$ cat src/rtl/inert_spi_sched_if.sv
// Bundle of SPI-master, INT and host-port signals around the NEMO SPI scheduler.
// master = scheduler side, slave = SPI master / sensor / host side.
interface inert_spi_sched_if;
  logic        spi_wrt;
  logic [15:0] spi_cmd;
  logic        spi_done;
  logic [15:0] spi_rd;
  logic        INT;
  logic        host_req;
  logic [15:0] host_cmd;
  logic        host_gnt;
  logic        host_done;
  logic [7:0]  host_rd;
  logic [15:0] yaw;
  logic        yaw_vld;
  logic        setup_done;
  logic        busy;

  modport master (
    output spi_wrt, spi_cmd, host_gnt, host_done, host_rd, yaw, yaw_vld, setup_done, busy,
    input  spi_done, spi_rd, INT, host_req, host_cmd
  );

  modport slave (
    input  spi_wrt, spi_cmd, host_gnt, host_done, host_rd, yaw, yaw_vld, setup_done, busy,
    output spi_done, spi_rd, INT, host_req, host_cmd
  );
endinterface

$ cat src/rtl/inert_spi_sched.sv
// Shares one SPI master between NEMO power-up configuration, INT-driven yaw reads
// and a host register-access port (round-robin once configuration is done).
module inert_spi_sched #(
  parameter int PWRUP_W = 15
) (
  input logic             clk,
  input logic             rst,
  inert_spi_sched_if.master bus
);

  localparam logic [3:0] PWRUP     = 4'd0;
  localparam logic [3:0] CFG       = 4'd1;
  localparam logic [3:0] CFG_WAIT  = 4'd2;
  localparam logic [3:0] IDLE      = 4'd3;
  localparam logic [3:0] YAWL      = 4'd4;
  localparam logic [3:0] YAWL_WAIT = 4'd5;
  localparam logic [3:0] YAWH      = 4'd6;
  localparam logic [3:0] YAWH_WAIT = 4'd7;
  localparam logic [3:0] HOST_WAIT = 4'd8;

  localparam logic [15:0] CMD_YAWL = 16'hA600;
  localparam logic [15:0] CMD_YAWH = 16'hA700;

  logic [3:0]         state;
  logic [3:0]         state_nxt;
  logic [PWRUP_W-1:0] pwr_cnt;
  logic [1:0]         cfg_idx;
  logic               int_p0;
  logic               int_p1;
  logic               int_p2;
  logic               int_rise;
  logic               int_pend;
  logic               last_was_yaw;
  logic               yaw_go;
  logic               host_go;
  logic [7:0]         yaw_lo;

  function automatic logic [15:0] cfg_word(input logic [1:0] idx);
    case (idx)
      2'd0:    cfg_word = 16'h0D02;
      2'd1:    cfg_word = 16'h1160;
      default: cfg_word = 16'h1440;
    endcase
  endfunction

  assign int_rise = int_p1 & ~int_p2;

  // Round-robin: on a tie, whoever was not served last wins.
  always_comb begin
    state_nxt = state;
    yaw_go    = 1'b0;
    host_go   = 1'b0;
    case (state)
      PWRUP:     if (&pwr_cnt) state_nxt = CFG;
      CFG:       state_nxt = CFG_WAIT;
      CFG_WAIT:  if (bus.spi_done) state_nxt = (cfg_idx == 2'd2) ? IDLE : CFG;
      IDLE: begin
        if (int_pend && (!bus.host_req || !last_was_yaw)) begin
          yaw_go    = 1'b1;
          state_nxt = YAWL;
        end else if (bus.host_req) begin
          host_go   = 1'b1;
          state_nxt = HOST_WAIT;
        end
      end
      YAWL:      state_nxt = YAWL_WAIT;
      YAWL_WAIT: if (bus.spi_done) state_nxt = YAWH;
      YAWH:      state_nxt = YAWH_WAIT;
      YAWH_WAIT: if (bus.spi_done) state_nxt = IDLE;
      HOST_WAIT: if (bus.spi_done) state_nxt = IDLE;
      default:   state_nxt = PWRUP;
    endcase
  end

  always_ff @(posedge clk) begin
    if (rst) begin
      state          <= PWRUP;
      pwr_cnt        <= '0;
      cfg_idx        <= 2'd0;
      int_p0         <= 1'b0;
      int_p1         <= 1'b0;
      int_p2         <= 1'b0;
      int_pend       <= 1'b0;
      last_was_yaw   <= 1'b0;
      yaw_lo         <= 8'h00;
      bus.spi_wrt    <= 1'b0;
      bus.spi_cmd    <= 16'h0000;
      bus.host_gnt   <= 1'b0;
      bus.host_done  <= 1'b0;
      bus.host_rd    <= 8'h00;
      bus.yaw        <= 16'h0000;
      bus.yaw_vld    <= 1'b0;
      bus.setup_done <= 1'b0;
      bus.busy       <= 1'b1;
    end else begin
      state         <= state_nxt;
      bus.busy      <= (state_nxt != IDLE);
      bus.spi_wrt   <= 1'b0;
      bus.host_gnt  <= 1'b0;
      bus.host_done <= 1'b0;
      bus.yaw_vld   <= 1'b0;

      // INT synchronizer (p0,p1) and edge-history flop (p2)
      int_p0 <= bus.INT;
      int_p1 <= int_p0;
      int_p2 <= int_p1;
      if (int_rise)    int_pend <= 1'b1;
      else if (yaw_go) int_pend <= 1'b0;

      case (state)
        PWRUP: pwr_cnt <= pwr_cnt + 1'b1;
        CFG: begin
          bus.spi_wrt <= 1'b1;
          bus.spi_cmd <= cfg_word(cfg_idx);
        end
        CFG_WAIT: begin
          if (bus.spi_done) begin
            if (cfg_idx == 2'd2) bus.setup_done <= 1'b1;
            else                 cfg_idx <= cfg_idx + 2'd1;
          end
        end
        IDLE: begin
          if (yaw_go) begin
            bus.spi_wrt  <= 1'b1;
            bus.spi_cmd  <= CMD_YAWL;
            last_was_yaw <= 1'b1;
          end else if (host_go) begin
            bus.spi_wrt  <= 1'b1;
            bus.host_gnt <= 1'b1;
            bus.spi_cmd  <= bus.host_cmd;
            last_was_yaw <= 1'b0;
          end
        end
        YAWL_WAIT: begin
          if (bus.spi_done) begin
            yaw_lo      <= bus.spi_rd[7:0];
            bus.spi_wrt <= 1'b1;
            bus.spi_cmd <= CMD_YAWH;
          end
        end
        YAWH_WAIT: begin
          if (bus.spi_done) begin
            bus.yaw     <= {bus.spi_rd[7:0], yaw_lo};
            bus.yaw_vld <= 1'b1;
          end
        end
        HOST_WAIT: begin
          if (bus.spi_done) begin
            bus.host_rd   <= bus.spi_rd[7:0];
            bus.host_done <= 1'b1;
          end
        end
        default: ;
      endcase
    end
  end

endmodule

$ cat src/flat_wrapper.sv
// flat-port wrapper written by rule: the top's interface ports become plain ports
module inert_spi_sched_flat 
#(
  parameter int PWRUP_W = 15
)
  (clk, rst, bus_spi_wrt, bus_spi_cmd, bus_host_gnt, bus_host_done, bus_host_rd, bus_yaw, bus_yaw_vld, bus_setup_done, bus_busy, bus_spi_done, bus_spi_rd, bus_INT, bus_host_req, bus_host_cmd);
  inert_spi_sched_if bus_i ();
  input logic clk;
  input logic rst;
  output wire logic [$bits(bus_i.spi_wrt)-1:0] bus_spi_wrt;
  output wire logic [$bits(bus_i.spi_cmd)-1:0] bus_spi_cmd;
  output wire logic [$bits(bus_i.host_gnt)-1:0] bus_host_gnt;
  output wire logic [$bits(bus_i.host_done)-1:0] bus_host_done;
  output wire logic [$bits(bus_i.host_rd)-1:0] bus_host_rd;
  output wire logic [$bits(bus_i.yaw)-1:0] bus_yaw;
  output wire logic [$bits(bus_i.yaw_vld)-1:0] bus_yaw_vld;
  output wire logic [$bits(bus_i.setup_done)-1:0] bus_setup_done;
  output wire logic [$bits(bus_i.busy)-1:0] bus_busy;
  input wire logic [$bits(bus_i.spi_done)-1:0] bus_spi_done;
  input wire logic [$bits(bus_i.spi_rd)-1:0] bus_spi_rd;
  input wire logic [$bits(bus_i.INT)-1:0] bus_INT;
  input wire logic [$bits(bus_i.host_req)-1:0] bus_host_req;
  input wire logic [$bits(bus_i.host_cmd)-1:0] bus_host_cmd;
  assign bus_spi_wrt = bus_i.spi_wrt;
  assign bus_spi_cmd = bus_i.spi_cmd;
  assign bus_host_gnt = bus_i.host_gnt;
  assign bus_host_done = bus_i.host_done;
  assign bus_host_rd = bus_i.host_rd;
  assign bus_yaw = bus_i.yaw;
  assign bus_yaw_vld = bus_i.yaw_vld;
  assign bus_setup_done = bus_i.setup_done;
  assign bus_busy = bus_i.busy;
  assign bus_i.spi_done = bus_spi_done;
  assign bus_i.spi_rd = bus_spi_rd;
  assign bus_i.INT = bus_INT;
  assign bus_i.host_req = bus_host_req;
  assign bus_i.host_cmd = bus_host_cmd;
  inert_spi_sched #(.PWRUP_W(PWRUP_W)) u_core (.clk(clk), .rst(rst), .bus(bus_i));
endmodule
$ cat config.mk
export PLATFORM = sky130hd
export DESIGN_NAME = inert_spi_sched_flat
export DESIGN_NICKNAME = d
export VERILOG_FILES = /design/src/rtl/inert_spi_sched_if.sv /design/src/rtl/inert_spi_sched.sv /design/src/flat_wrapper.sv
export SDC_FILE = /design/constraint.sdc
export NUM_CORES = 1
export LEC_CHECK = 0
export CAP_MARGIN = 20
export CELL_PAD_IN_SITES_DETAIL_PLACEMENT = 1
export CELL_PAD_IN_SITES_GLOBAL_PLACEMENT = 1
export CORE_ASPECT_RATIO = 2
export CORE_MARGIN = 2
export CORE_UTILIZATION = 39
export DETAILED_ROUTE_END_ITERATION = 8
export GPL_TIMING_DRIVEN = 0
export PLACE_DENSITY_LB_ADDON = 0.1
export SYNTH_ARGS = -nofsm -noshare
export SYNTH_HDL_FRONTEND = slang
export SYNTH_SLANG_ARGS = --single-unit
$ cat constraint.sdc
create_clock -name clk -period 2.9 [get_ports clk]
set_input_delay 0.58 -clock clk [delete_from_list [all_inputs] [get_ports clk]]
set_output_delay 0.58 -clock clk [all_outputs]
set_load 0.1 [all_outputs]
==> impl_metrics.tcl, run 1 <==
set metrics [dict create \
    status "complete, no violations" \
    crit_arrival_ns 1.85 \
    gp_congestion 0.881 \
    antenna_found_initial 0 \
    total_power_uw 2360 \
    grt_pass1_wl_um 16200 \
    synth.most_common_cell "dfxtp_1" \
    die_w_um 69.2 \
    slowest_delay_ns 1.18 \
    hp-class "reg -> reg" \
    core_area_um2 8290 \
    yosysSeqAreaShare_pct 48.3 \
    endpoint "bus_yaw[15]" \
    powerDensity_nw_per_um2 527 \
    finClkSkew_ns 0.00829 \
    clock-sinks 80 \
    vias 3026 \
    hold_viol_final 0 \
    io_buffers 73 \
    ctsHoldBuffers 0 \
    crit_path_end_kind "output port" \
    ios 83 \
    antenna_cells 0 \
    row_count 47 \
    wl_per_cell_um 17.3 \
    worstPathMaxFanout 2 \
    grt_max_degree 15 \
    yosysUniqueCellTypes 48 \
    path_clk_slew_ns 0.06 \
    synth.top_cells.by_count "80 x dfxtp_1, 73 x nand2_1, 44 x nor2_1, 41 x a21oi_1, 14 x clkbuf_1" \
    net-switching-power_uw 518 \
    grt-ovfl-total 0 \
    r2r_cells 6 \
    dieHeight_um 134 \
    period_needed_ns 2.43 \
    clockPowerShare_pct 49.2 \
    firstDrtPassIters 4 \
    final-max-slew-violation-count 0 \
    maxCapViolCount 0 \
    max_freq_mhz 412 \
    synth_edf_count 0 \
    start_kind "register" \
    synth_area_leaders "dfxtp_1 48%, nand2_1 8.3%, a21oi_1 6.2%" \
    area_growth_syn_to_layout_pct 35.0 \
    grt_pass1_vias 3313 \
    root_buffer "clkbuf_16" \
    synth-compound-area-share_pct 13.6 \
    synth_top_area_share_pct 48.3 \
    synth_cells 386 \
    ir_drop_v 0.000437 \
    grt.total_usage_pct 22.2 \
    p_int_uw 1840 \
    yosysTopAreaCell "dfxtp_1" \
    ys_warn_count 0 \
    clk_path_buf_depth 2 \
    r2r_slack_ns 0.81 \
    syn_avg_cell_area_um2 8.58 \
    ant_nets 0 \
    fin_cells 573 \
    initial_utilization_pct 40.0 \
    pwr-share-seq_pct 47.0 \
    setup_violations 0 \
    ys_async_sr_fraction_pct 0 \
    hold_ws_ns 0.453 \
    cts_max_level 3 \
    routed_wl_um 9890 \
    p_leak_uw 0.00152 \
    synthMuxAreaShare_pct 3.02 \
    drc 0 \
    layout-drive-gt1-share_pct 7.58 \
    rsz0062_at_grt "no" \
    cts_tree "done" \
    placed_area_um2 4170 \
    synth-main-ff-cell "dfxtp_1" \
    synth_xor_xnor_area_share_pct 3.44 \
    fill_cells 991 \
    worst_slew_pin_slew_ns 1.04 \
    slew_headroom_pct 30.6 \
    dp_cells 557 \
    crit_chain "clkdlybuf4s50_1" \
    cp-startpoint "u_core.bus.yaw[15]" \
    die_area_um2 9290 \
    p_sw_share_pct 22.0 \
    timing.critical_path.buf_inv 1 \
    syn_nets 429 \
    viasPerCell 5.28 \
    rr_endpoint "u_core.bus.yaw[7]" \
    drt_iter0_drc 85 \
    synth_top_family_by_area "simple AND/OR/NAND/NOR gates" \
    worst_path_max_delay_cell "clkdlybuf4s50_1" \
    synth-adder-area-share_pct 2.27 \
    pwr-share-comb_pct 3.7 \
    stdcell_area_um2 4470 \
    crit_type "reg -> out" \
    period_share_pct 83.7 \
    ys_ff_latch 80 \
    dp_hpwl_um 7310 \
    cts_made_buffers 9 \
    yosys.area_share.simple_pct 25.5 \
    nets 513 \
    post_cts_buffers 0 \
    clock_latency_ns 0.34 \
    path_delay_family "buffers and inverters" \
    worst-path-stages 1 \
    cts.repair.resized 0 \
    holdCritStartpoint "u_core.bus.spi_cmd[7]" \
    tns_ns 0 \
    r2r_start "u_core.state[2]" \
    syn_area_um2 3310 \
    worstPathRequired_ns 2.32 \
]
routing by layer:
layer / up-vias / GRT usage (%) / wire, µm
li1: 1481 / - / -
met1: 1470 / 21.3 / 3630
met5: - / 0 / 0
met3: 10 / 5.41 / 355
met4: 0 / 7.73 / 151
met2: 65 / 44.4 / 5760
stage by stage:
stage          setup WS, ns  utilization (%)
6_report              0.471             53.9
5_1_grt               0.431             53.9
4_1_cts               0.450             53.9
3_5_place_dp          0.319             50.2
3_3_place_gp          0.330             50.2
2_1_floorplan          1.07                -
logic make-up (layout without fill, tap and decap cells):
group,count (synthesis),after routing
fa+ha+maj,6,6
compound gates,73,73
mux,10,10
buf+inv,29,118
xor+xnor,13,13
simple gates,175,175
flops,80,80
final cells by class:
type | instances | area, µm² | share of cell area [%]
Sequential cell | 80 | 1600 | 35.8
Multi-Input combinational cell | 277 | 1580 | 35.4
Timing Repair Buffer | 73 | 731 | 16.3
Clock buffer | 10 | 239 | 5.34
Tap cell | 98 | 123 | 2.74
Buffer | 23 | 106 | 2.38
Clock inverter | 6 | 67.6 | 1.51
Inverter | 6 | 22.5 | 0.503
power by group through the flow:
stage / Sequential [µW] / Clock, µW / Combinational, µW
5_1_grt: 1110 / 1240 / 93.4
3_5_place_dp: 1130 / 0 / 86.6
4_1_cts: 1110 / 1190 / 88.9
6_report: 1110 / 1160 / 88.0
2_1_floorplan: 1130 / 0 / 29.3
3_3_place_gp: 1130 / 0 / 85.8
state kept, by name (all words and copies together), names as in the netlist:
name                   count
u_core.cfg_idx             2
u_core.bus.yaw_vld         1
u_core.bus.busy            1
u_core.bus.setup_done      1
u_core.state               4
u_core.int_p1              1
u_core.bus.yaw            16
u_core.bus.host_done       1
u_core.int_p0              1
u_core.yaw_lo              8
u_core.bus.spi_wrt         1
u_core.bus.spi_cmd        16
u_core.int_pend            1
u_core.bus.host_gnt        1
u_core.pwr_cnt            15
u_core.last_was_yaw        1
u_core.bus.host_rd         8
u_core.int_p2              1
tightest hold or removal path: cells and delay by family (launching register included):
| family | cells | cell delay [ns] |
|---|---|---|
| AO/OA/AOI/OAI | 1 | 0.05 |
| AND/OR/NAND/NOR | 1 | 0.05 |
| flip-flops | 1 | 0.31 |
worst min path at each step:
stage                             to  cells past startpoint
2_1_floorplan          u_core.int_p1                      1
3_3_place_gp           u_core.int_p1                      1
3_5_place_dp           u_core.int_p1                      1
4_1_cts                u_core.int_p1                      1
5_1_grt                u_core.int_p1                      1
6_report       u_core.bus.spi_cmd[7]                      2
layout by cell type, fill, tap and decap left out, drive strengths merged, types with 2 or more instances in the layout:
master,synthesis,layout
a2111oi,2,2
a211oi,10,10
a21oi,41,41
and2,5,5
and3,2,2
and4,2,2
buf,9,9
clkbuf,14,24
clkdlybuf4s50,0,73
clkinv,0,2
clkinvlp,0,2
dfxtp,80,80
ha,6,6
inv,6,7
mux2i,10,10
nand2,73,73
nand2b,2,2
nand3,12,12
nand4,4,4
nor2,45,45
nor2b,6,6
nor3,14,14
nor4,2,2
o21ai,8,8
or3,6,6
xnor2,4,4
xor2,9,9
Note: power is estimated with default switching activity, not from simulation.
==> run 2, diff against run 1 <==
Settings changed: CORE_UTILIZATION 39 to 36.
Clock period 2.9 ns to 2.3 ns, I/O delays scaled along.
==> impl_metrics.tcl, run 2 (same netlist as run 1, synthesis figures left out) <==
set metrics [dict create \
    placed_area_um2 4170 \
    ir_drop_v 0.000431 \
    fill_cells 1068 \
    rr_endpoint "u_core.bus.yaw[15]" \
    dp_cells 561 \
    grt-ovfl-total 0 \
    fin_cells 576 \
    die_area_um2 10000 \
    vias 3008 \
    antenna_found_initial 0 \
    max_freq_mhz 439 \
    hp-class "reg -> reg" \
    r2r_start "u_core.state[2]" \
    dp_hpwl_um 7310 \
    period_needed_ns 2.28 \
    initial_utilization_pct 37.0 \
    cts_made_buffers 9 \
    root_buffer "clkbuf_16" \
    hold_ws_ns 0.448 \
    nets 512 \
    io_buffers 73 \
    gp_congestion 0.860 \
    layout-drive-gt1-share_pct 7.59 \
    worst_path_max_delay_cell "clkdlybuf4s50_1" \
    endpoint "bus_host_rd[7]" \
    cts_max_level 3 \
    maxCapViolCount 0 \
    grt_pass1_wl_um 15800 \
    p_sw_share_pct 21.4 \
    clock_latency_ns 0.34 \
    worst-path-stages 1 \
    regArea_um2 1600 \
    wl_per_cell_um 17.0 \
    layout_commonest_cell "dfxtp_1" \
    total_power_uw 3060 \
    routed_wl_um 9790 \
    path_clk_slew_ns 0.07 \
    crit_arrival_ns 1.82 \
    worstPathRequired_ns 1.84 \
    crit_type "reg -> out" \
    r2r_slack_ns 0.29 \
    setup_violations 0 \
    finClkSkew_ns 0.00778 \
    p_leak_uw 0.00190 \
    final_cell_mix "80 x dfxtp_1, 73 x nand2_1, 47 x clkdlybuf4s50_1, 44 x nor2_1, 41 x a21oi_1" \
    multi_input_area_um2 1580 \
    worstPathMaxFanout 2 \
    pwr-share-comb_pct 3.6 \
    place_ws_ns -0.227 \
    cp-startpoint "u_core.bus.host_rd[7]" \
    timing.critical_path.buf_inv 1 \
    p_int_uw 2410 \
    final-max-slew-violation-count 0 \
    clk_path_buf_depth 2 \
    clock-sinks 80 \
    grt_pass1_vias 3176 \
    ios 83 \
    drt_iter0_drc 145 \
    ant_nets 0 \
    post_cts_buffers 0 \
    stdcell_area_um2 4520 \
    net-switching-power_uw 657 \
    pwr-share-seq_pct 45.7 \
    worst_slew_pin_slew_ns 0.981 \
    drc 0 \
    antenna_cells 0 \
    crit_chain "clkdlybuf4s50_1" \
    area_growth_syn_to_layout_pct 36.4 \
    clockPowerShare_pct 50.8 \
    row_count 49 \
    viasPerCell 5.22 \
    cts_tree "done" \
    slowest_delay_ns 1.14 \
    powerDensity_nw_per_um2 677 \
    grt_max_degree 15 \
    hold_viol_final 0 \
    setup_slack_ns 0.0242 \
    ctsHoldBuffers 0 \
    r2r_cells 7 \
    crit_path_end_kind "output port" \
    slew_headroom_pct 34.5 \
    dieHeight_um 140 \
    die_w_um 71.8 \
    status "complete, no violations" \
    reg.largest.list "u_core.bus.spi_cmd (16), u_core.bus.yaw (16), u_core.pwr_cnt (15)" \
    start_kind "register" \
    period_share_pct 98.9 \
    firstDrtPassIters 4 \
    path_delay_family "buffers and inverters" \
    core_area_um2 8950 \
    rsz0062_at_grt "no" \
    grt.total_usage_pct 20.4 \
]
[run 2: final cells by class]
cell class / instances / share of cell area, %
clock inverters: 6 / 2.02
repair buffers: 73 / 16.9
flip-flops and latches: 80 / 35.4
multi-input cells: 277 / 35.0
inverters: 6 / 0.498
clock buffers: 10 / 5.07
plain buffers: 22 / 2.30
well taps: 102 / 2.82
[run 2: timing repair]
item | in CTS | in global routing
cloned | 0 | 0
resized for setup | 9 | 19
endpoints found under the setup margin | 9 | 24
pin swaps | 0 | 0
[run 2: worst min path at each step]
stage                               start                     to  slack, ns  cells after the start
floorplan                   u_core.int_p0          u_core.int_p1       0.41                      1
global placement         u_core.yaw_lo[6]      u_core.bus.yaw[6]       0.44                      2
detailed placement  u_core.bus.spi_cmd[0]  u_core.bus.spi_cmd[0]       0.45                      2
CTS                 u_core.bus.spi_cmd[0]  u_core.bus.spi_cmd[0]       0.46                      2
global route                u_core.int_p0          u_core.int_p1       0.47                      1
finish              u_core.bus.spi_cmd[0]  u_core.bus.spi_cmd[0]       0.45                      2
[run 2: power by group through the flow]
stage,Sequential (µW),Clock [µW],Combinational (µW)
floorplan,1430,0,36.9
global placement,1430,0,109
detailed placement,1430,0,110
CTS,1400,1590,112
global route,1400,1630,119
finish,1400,1550,109
[run 2: through the flow]
stage / setup TNS, ns / util, %
finish: 0 / 50.5
global route: 0 / 50.5
CTS: 0 / 50.1
detailed placement: -2.57 / 46.6
global placement: -2.32 / 46.6
floorplan: 0 / -
[run 2: layer usage]
| layer | track usage, % | part of all wire, % | up-vias |
|---|---|---|---|
| li1 | - | - | 1481 |
| met1 | 20.5 | 38 | 1442 |
| met2 | 39.0 | 56 | 68 |
| met3 | 3.40 | 3.8 | 17 |
| met4 | 9.24 | 2.6 | 0 |
| met5 | 0 | 0 | - |
==> run 3, diff against run 2 <==
Settings changed: CORE_UTILIZATION 36 to 30.
==> impl_metrics.tcl, run 3 (same netlist as run 1, synthesis figures left out) <==
set metrics [dict create \
    status "complete, no violations" \
    final-max-slew-violation-count 0 \
    hp-class "reg -> reg" \
    worst_slew_pin_slew_ns 1.01 \
    timing.critical_path.buf_inv 1 \
    worstPathRequired_ns 1.84 \
    total_power_uw 2980 \
    drt_iter0_drc 123 \
    worstPathMaxFanout 2 \
    io_buffers 73 \
    grt_max_degree 16 \
    antenna_cells 0 \
    setup_violations 0 \
    fin_cells 615 \
    vias 3012 \
    tns_ns 0 \
    ios 83 \
    cp-startpoint "u_core.bus.host_rd[4]" \
    grt-ovfl-total 0 \
    initial_utilization_pct 30.6 \
    path_delay_family "buffers and inverters" \
    die_w_um 78.3 \
    holdCritStartpoint "u_core.int_p0" \
    ctsHoldBuffers 0 \
    r2r_cells 6 \
    p_leak_uw 0.00198 \
    gp_congestion 0.873 \
    crit_chain "clkdlybuf4s50_1" \
    finClkSkew_ns 0.00516 \
    cts_made_buffers 9 \
    ant_nets 0 \
    crit_type "reg -> out" \
    placed_area_um2 4220 \
    rsz0062_at_grt "no" \
    clock_latency_ns 0.34 \
    firstDrtPassIters 4 \
    period_needed_ns 2.27 \
    drc 0 \
    wl_per_cell_um 16.4 \
    stdcell_area_um2 4570 \
    grt_pass1_wl_um 16600 \
    nets 513 \
    dp_cells 599 \
    viasPerCell 4.90 \
    clock-sinks 80 \
    root_buffer "clkbuf_16" \
    reg.largest.list "u_core.bus.spi_cmd (16), u_core.bus.yaw (16), u_core.pwr_cnt (15)" \
    worst-path-stages 1 \
    row_count 54 \
    ir_drop_v 0.000348 \
    grt.total_usage_pct 17.8 \
    cts.repair.resized 7 \
    grt_pass1_vias 3245 \
    period_share_pct 98.9 \
    path_clk_slew_ns 0.07 \
    worstHoldPathCells 1 \
    antenna_found_initial 0 \
    dp_hpwl_um 7570 \
    crit_arrival_ns 1.81 \
    die_area_um2 12000 \
    r2r_start "u_core.state[2]" \
    powerDensity_nw_per_um2 651 \
    post_cts_buffers 0 \
    cts_tree "done" \
    hold_viol_final 0 \
    core_area_um2 10800 \
    dieHeight_um 153 \
    slew_headroom_pct 32.6 \
    slowest_delay_ns 1.14 \
    area_growth_syn_to_layout_pct 38.0 \
    final_cell_mix "80 x dfxtp_1, 73 x nand2_1, 44 x nor2_1, 43 x clkdlybuf4s50_1, 41 x a21oi_1" \
    start_kind "register" \
    crit_path_end_kind "output port" \
    clk_path_buf_depth 2 \
    maxCapViolCount 0 \
    cts_max_level 3 \
    routed_wl_um 10100 \
    worst_path_max_delay_cell "clkdlybuf4s50_1" \
    layout-drive-gt1-share_pct 7.58 \
    max_freq_mhz 440 \
    layout_commonest_cell "dfxtp_1" \
]
## run 3: cell count changes in the layout (fill, tap and decap cells not counted), sizes merged
cell | previous run | this run
bufinv | 2 | 1
clkdlybuf4s50 | 47 | 43
clkinv | 2 | 1
clkinvlp | 0 | 3
dlygate4sd2 | 9 | 7
dlymetal6s2s | 17 | 23
## run 3: per-layer routing
layer | vias to the layer above | GRT usage (%) | part of all wire, %
met2 | 64 | 35.1 | 57
met5 | - | 0 | 0
met1 | 1457 | 17.7 | 38
met4 | 0 | 6.27 | 2.1
li1 | 1478 | - | -
met3 | 13 | 3.67 | 3.4
## run 3: path summary, 6_finish.rpt
| kind | endpoint | slack, ns |
|---|---|---|
| worst max register to register | u_core.bus.yaw[9] | 0.26 |
| worst min register to register | u_core.int_p1 | 0.44 |
| worst max-delay path | bus_host_rd[4] | 0.03 |
| worst min-delay path | u_core.int_p1 | 0.44 |
## run 3: metrics by stage
stage | utilization, % | hold slack (ns) | setup WS [ns]
6_report | 42.3 | 0.441 | 0.0262
5_1_grt | 42.3 | 0.464 | 0.000674
3_3_place_gp | 39.0 | 0.421 | -0.193
4_1_cts | 41.8 | 0.445 | 0.000337
2_1_floorplan | - | 0.414 | 0.589
3_5_place_dp | 39.0 | 0.430 | -0.182
## run 3: layout make-up
| cell class | count | area [µm²] |
|---|---|---|
| Sequential cell | 80 | 1600 |
| Timing Repair Buffer | 73 | 779 |
| Multi-Input combinational cell | 277 | 1580 |
| Buffer | 23 | 106 |
| Clock buffer | 9 | 225 |
| Fill cell | 1307 | 6240 |
| Clock inverter | 7 | 78.8 |
| Tap cell | 140 | 175 |
| Inverter | 6 | 22.5 |
## run 3: worst register-to-register path, cell delays in order, from the launching register on
cell and delay [ns]:
dfxtp_1 0.32, buf_2 0.25, nand2_1 0.21, nor3_2 0.44
clkbuf_1 0.48, nand2_1 0.12, a21oi_1 0.14
## run 3: power breakdown
group / switching (µW) / leakage, µW / internal [µW] / total, µW
logic: 55.7 / 0.00120 / 54.0 / 110
clock network: 619 / 0.000139 / 850 / 1470
registers: 6.17 / 0.000645 / 1390 / 1400
total: 681 / 0.00198 / 2300 / 2980
